`config.mk`:
```
export PLATFORM = sky130hd
export DESIGN_NAME = pipe_ctrl
export DESIGN_NICKNAME = d
export VERILOG_FILES = /design/src/rtl/pipe_pkg.sv /design/src/rtl/pipe_ctrl_hazard_detect.sv /design/src/rtl/pipe_ctrl.sv
export SDC_FILE = /design/constraint.sdc
export NUM_CORES = 1
export LEC_CHECK = 0
export ABC_AREA = 1
export ABC_CLOCK_PERIOD_IN_PS = 1500
export BUFFER_PORTS_ARGS = -buffer_cell sky130_fd_sc_hd__buf_2
export CAP_MARGIN = 15
export CORE_MARGIN = 3
export CORE_UTILIZATION = 48
export DETAILED_ROUTE_END_ITERATION = 16
export GPL_TIMING_DRIVEN = 0
export MAX_ROUTING_LAYER = met4
export PLACE_DENSITY = 0.77
export SLEW_MARGIN = 20
export SYNTH_ARGS = -nofsm -noshare
export SYNTH_HDL_FRONTEND = slang
export SYNTH_SLANG_ARGS = --single-unit
```
`constraint.sdc`:
```
create_clock -name clk -period 1.5 [get_ports clk]
set_input_delay 0 -clock clk [delete_from_list [all_inputs] [get_ports clk]]
set_output_delay 0 -clock clk [all_outputs]
set_load 0.005 [all_outputs]
```
`src/rtl/pipe_pkg.sv`:
```
// Shared definitions for the pipeline sequencing controller: FSM state
// encoding and memory-port owner codes.
package pipe_pkg;

  typedef enum logic [1:0] {
    ST_INIT = 2'd0,
    ST_RUN  = 2'd1,
    ST_HALT = 2'd2
  } state_t;

  localparam logic MEM_SEL_INSTR = 1'b0;
  localparam logic MEM_SEL_DATA  = 1'b1;

endpackage

```
`src/rtl/pipe_ctrl_hazard_detect.sv`:
```
// Load-use hazard detection: the load in EX writes a register that the
// instruction in ID reads. x0 never creates a dependency.
module hazard_detect
  import pipe_pkg::*;
#(
  parameter int AW = 5
) (
  input  logic [AW-1:0] id_rs1,
  input  logic [AW-1:0] id_rs2,
  input  logic [AW-1:0] ex_rd,
  input  logic          ex_mem_read,
  output logic          hz
);

  logic rd_nonzero_s;
  logic rd_match_s;

  assign rd_nonzero_s = (ex_rd != {AW{1'b0}});
  assign rd_match_s   = (ex_rd == id_rs1) | (ex_rd == id_rs2);
  assign hz           = ex_mem_read & rd_nonzero_s & rd_match_s;

endmodule

```
`src/rtl/pipe_ctrl.sv`:
```
// Pipeline sequencing controller: pipeline-register load/flush generation,
// unified-memory time multiplexing and stall/flush event counting.
module pipe_ctrl
  import pipe_pkg::*;
#(
  parameter int AW         = 5,
  parameter bit SHARED_MEM = 1'b1,
  parameter int CW         = 16
) (
  input  logic          clk,
  input  logic          rst,
  input  logic [AW-1:0] id_rs1,
  input  logic [AW-1:0] id_rs2,
  input  logic [AW-1:0] ex_rd,
  input  logic          ex_mem_read,
  input  logic          mem_branch_taken,
  input  logic          wb_halt,
  output logic          pc_load,
  output logic          ifid_load,
  output logic          idex_load,
  output logic          exmem_load,
  output logic          memwb_load,
  output logic          ifid_flush,
  output logic          idex_flush,
  output logic          exmem_flush,
  output logic          mem_sel,
  output logic          halted,
  output logic [CW-1:0] stall_cnt,
  output logic [CW-1:0] flush_cnt
);

  localparam logic [CW-1:0] CNT_MAX = {CW{1'b1}};
  localparam logic [CW-1:0] CNT_ONE = {{(CW-1){1'b0}}, 1'b1};

  state_t        state_r;
  state_t        state_s;
  logic          phase_r;
  logic          phase_s;
  logic          adv_s;
  logic          hz_s;
  logic          stall_ev_s;
  logic          flush_ev_s;
  logic          halted_r;
  logic [CW-1:0] stall_cnt_r;
  logic [CW-1:0] flush_cnt_r;

  hazard_detect #(.AW(AW)) u_hazard_detect (
    .id_rs1      (id_rs1),
    .id_rs2      (id_rs2),
    .ex_rd       (ex_rd),
    .ex_mem_read (ex_mem_read),
    .hz          (hz_s)
  );

  // Split memories advance every cycle, so the phase is pinned to the advance slot.
  assign phase_s = SHARED_MEM ? phase_r : 1'b1;
  assign adv_s   = (state_r == ST_RUN) & phase_s;
  assign mem_sel = SHARED_MEM ? (phase_s ? MEM_SEL_INSTR : MEM_SEL_DATA) : MEM_SEL_INSTR;

  // FSM state register
  always_ff @(posedge clk or negedge rst) begin
    if (!rst) begin
      state_r <= ST_INIT;
    end else begin
      state_r <= state_s;
    end
  end

  // FSM next-state logic
  always_comb begin
    state_s = state_r;
    case (state_r)
      ST_INIT: state_s = ST_RUN;
      ST_RUN: begin
        if (adv_s && wb_halt) begin
          state_s = ST_HALT;
        end else begin
          state_s = ST_RUN;
        end
      end
      ST_HALT: state_s = ST_HALT;
      default: state_s = ST_INIT;
    endcase
  end

  // FSM outputs: loads, flushes and counter events, by rule priority
  always_comb begin
    pc_load     = 1'b0;
    ifid_load   = 1'b0;
    idex_load   = 1'b0;
    exmem_load  = 1'b0;
    memwb_load  = 1'b0;
    ifid_flush  = 1'b0;
    idex_flush  = 1'b0;
    exmem_flush = 1'b0;
    stall_ev_s  = 1'b0;
    flush_ev_s  = 1'b0;
    case (state_r)
      ST_RUN: begin
        if (!adv_s || wb_halt) begin
          pc_load = 1'b0;
        end else if (mem_branch_taken) begin
          {pc_load, ifid_load, idex_load, exmem_load, memwb_load} = 5'b11111;
          {ifid_flush, idex_flush, exmem_flush}                   = 3'b111;
          flush_ev_s = 1'b1;
        end else if (hz_s) begin
          {pc_load, ifid_load, idex_load, exmem_load, memwb_load} = 5'b00111;
          idex_flush = 1'b1;
          stall_ev_s = 1'b1;
        end else begin
          {pc_load, ifid_load, idex_load, exmem_load, memwb_load} = 5'b11111;
        end
      end
      default: begin
        pc_load = 1'b0;
      end
    endcase
  end

  // Fetch/data slot phase; the halting edge still toggles since it is taken from RUN
  always_ff @(posedge clk or negedge rst) begin
    if (!rst) begin
      phase_r <= 1'b0;
    end else begin
      case (state_r)
        ST_RUN:  phase_r <= ~phase_r;
        ST_HALT: phase_r <= phase_r;
        default: phase_r <= 1'b0;
      endcase
    end
  end

  // Registered halt indication
  always_ff @(posedge clk or negedge rst) begin
    if (!rst) begin
      halted_r <= 1'b0;
    end else begin
      halted_r <= (state_s == ST_HALT);
    end
  end

  // Saturating stall/flush event counters
  always_ff @(posedge clk or negedge rst) begin
    if (!rst) begin
      stall_cnt_r <= {CW{1'b0}};
      flush_cnt_r <= {CW{1'b0}};
    end else begin
      if (stall_ev_s && (stall_cnt_r != CNT_MAX)) begin
        stall_cnt_r <= stall_cnt_r + CNT_ONE;
      end
      if (flush_ev_s && (flush_cnt_r != CNT_MAX)) begin
        flush_cnt_r <= flush_cnt_r + CNT_ONE;
      end
    end
  end

  assign halted    = halted_r;
  assign stall_cnt = stall_cnt_r;
  assign flush_cnt = flush_cnt_r;

endmodule

```
==> flow_metrics.env <==
export IMPL_outcome="finished with violations"
export IMPL_violations="negative setup slack"
export IMPL_setup_viol=31
export IMPL_synth_cells=309
export IMPL_finalSetupTns_ps=-1960
export IMPL_setup_ws_ps=-193
export IMPL_slew_viol_final=0
export IMPL_routed_via_density=4.92
export IMPL_postLayoutCellArea_mm2=0.00330
export IMPL_clock_tree_htree_level_count=2
export IMPL_worst_slew_pin_transition_ps=812
export IMPL_synth_top_area_cell="dfrtp_1"
export IMPL_cts_tree="done"
export IMPL_dp_hpwl_mm=4.05
export IMPL_gp_congestion=0.865
export IMPL_hold_depth=6
export IMPL_die_h_um=75.8
export IMPL_cp_arrival_ps=1880
export IMPL_grt_pass1_wl_mm=9.96
export IMPL_grt_ovfl_total=0
export IMPL_area_delta_synth_final_pct=40.9
export IMPL_ys_ff_latch=36
export IMPL_pre_cts_ws_ps=-348
export IMPL_required_ps=1690
export IMPL_period_minus_slack_ps=1690
export IMPL_timing_fmax_mhz=591
export IMPL_synth_area_leaders="dfrtp_1 (39%), nand2_1 (13%), xor2_1 (8.2%)"
export IMPL_fp_dieW_um=75.8
export IMPL_hp_class="in -> reg"
export IMPL_hold_viol=0
export IMPL_powerDensity_mw_per_mm2=1450
export IMPL_core_area_mm2=0.00453
export IMPL_drtPass1Iterations=4
export IMPL_skew_ps=11.3
export IMPL_insertion_delay_ps=300
export IMPL_post_drt_wl_per_cell_um=13.1
export IMPL_start_kind="flip-flop"
export IMPL_r2r_cells=7
export IMPL_yosysWarnings=0
export IMPL_async_reset_ff_share_pct=100
export IMPL_post_synth_top_count_cell="nand2_1"
export IMPL_numCtsBuffers=5
export IMPL_root_buffer="clkbuf_8"
export IMPL_antenna_cells=0
export IMPL_ant_nets=0
export IMPL_synth_main_ff_cell="dfrtp_1"
export IMPL_rsz0062_at_grt="yes"
export IMPL_grt_pass1_vias=2218
export IMPL_ys_seq_area_share_pct=38.5
export IMPL_num_rows=24
export IMPL_drt_iter0_drc=119
export IMPL_critPathCaptureType="flip-flop"
export IMPL_drc=0
export IMPL_grt_use_total_pct=23.4
export IMPL_routed_wl_mm=6.23
export IMPL_leakage_nw=1.78
export IMPL_antenna_found_initial=0
export IMPL_synth_top_area_share_pct=38.5
export IMPL_syn_area_mm2=0.00234
export IMPL_clk_path_buf_depth=2
export IMPL_dieArea_mm2=0.00575
export IMPL_fin_crit_sh_pct=113
export IMPL_slew_headroom_pct=45.8
export IMPL_peakVddDrop_mv=0.916
export IMPL_fillers=362
export IMPL_synth_nets=331
export IMPL_cap_violations=0
export IMPL_synth_edf_count=0
export IMPL_clock_sinks=36
export IMPL_cts_clk_slew_worst_paths_ps=80
export IMPL_ys_types=24
export IMPL_vias=2338
export IMPL_synth_commonest_cells="nand2_1 (78), inv_1 (42), dfrtp_1 (36), nand3_1 (35), nor2_1 (23)"
export IMPL_grt_max_degree=37
export IMPL_cp_max_fo=4
export IMPL_nets=431
export IMPL_critical_path_class="reg -> reg"
export IMPL_ios=62
export IMPL_drive_above_1_share_pct=37.1
export IMPL_place_area_mm2=0.00280
export IMPL_avgSynthCellArea_um2=7.57
export IMPL_place_port_buffers=61
export IMPL_initial_utilization_pct=51.6
## critical path: stages (launching register included)
cell	delay [ps]
dfrtp_1	390
nand2_1	130
nor3_2	260
nand4_1	220
nand2_4	150
bufbuf_16	260
nor2_4	30
xor2_1	140
## kinds of logic (layout without fill, tap and decap cells)
kind of cell               Yosys count  after routing  share of synthesized area (%)
AOI/OAI and AO/OA                   23             23                           6.68
xor gates and xnor gates            29             29                           10.9
adders and majority gates            2              2                           1.07
buffers and inverters               55            156                           10.1
DFF                                 36             36                           38.5
and+or+nand+nor                    164            164                           32.8
## area by class of cell
class	count	area [um^2]	area share, %
multi-input combinational	218	1350	41.0
sequential	36	905	27.4
timing repair buffer	93	603	18.3
inverter	46	175	5.31
buffer	9	93.8	2.85
tap	65	81.3	2.47
clock buffer	5	68.8	2.09
clock inverter	3	18.8	0.569
## report_power, final
| part | switching (mW) | leakage (nW) | internal (mW) |
|---|---|---|---|
| Clock | 0.385 | 0.0479 | 0.324 |
| Combinational | 1.41 | 1.34 | 1.34 |
| Sequential | 0.195 | 0.394 | 1.13 |
## registers in the layout, summed over array words and instances, names as in the netlist
signal	count
halted	1
state_r	2
flush_cnt	16
phase_r	1
stall_cnt	16
## metal layers
layer / track usage, % / part of all wire [%] / vias up
met5: - / 0 / -
met4: 7.38 / 1.3 / 0
met3: 5.01 / 5.2 / 7
met2: 37.5 / 50 / 67
met1: 29.3 / 43 / 1090
li1: - / - / 1174
## through the flow
stage               power, mW  hold WS [ps]  cells  util, %
detailed placement       3.20           137    435     61.8
CTS                      4.76           267    472     71.8
global route             5.11           285    475     72.7
finish                   4.78           268    475     72.7
global placement         3.17           138    435     61.8
floorplan                2.68          -296    309        -
## layout by cell type (no fill, tap or decap), types with 7 or more instances in the layout
| cell type | count |
|---|---|
| inv_1 | 40 |
| nand2_1 | 76 |
| dfrtp_1 | 33 |
| buf_4 | 31 |
| o21bai_1 | 16 |
| xnor2_1 | 7 |
| nor2_4 | 10 |
| nand3_1 | 22 |
| nand3_2 | 12 |
| nor2_1 | 20 |
| nand4_1 | 7 |
| xor2_1 | 22 |
| buf_2 | 61 |
## final timing paths
path,start,end,slack [ps]
worst max-delay path,flush_cnt[5],flush_cnt[5],-190
worst min-delay path,mem_branch_taken,stall_cnt[2],270
worst max register to register,flush_cnt[5],flush_cnt[5],-190
worst min register to register,flush_cnt[6],flush_cnt[6],530
max in group asynchronous,rst,flush_cnt[6],600
min in group asynchronous,rst,stall_cnt[9],320
## repair_timing
| item | in CTS | in global routing |
|---|---|---|
| pin swaps | 12 | 7 |
| endpoints found under the setup margin | 33 | 37 |
| setup buffers | 25 | 3 |
| gates resized for setup | 27 | 5 |
| hold endpoints to repair | 37 | 0 |
| hold buffers | 2 | 0 |
| cloned | 2 | 0 |
No activity file was read; power rests on OpenSTA's default activity.
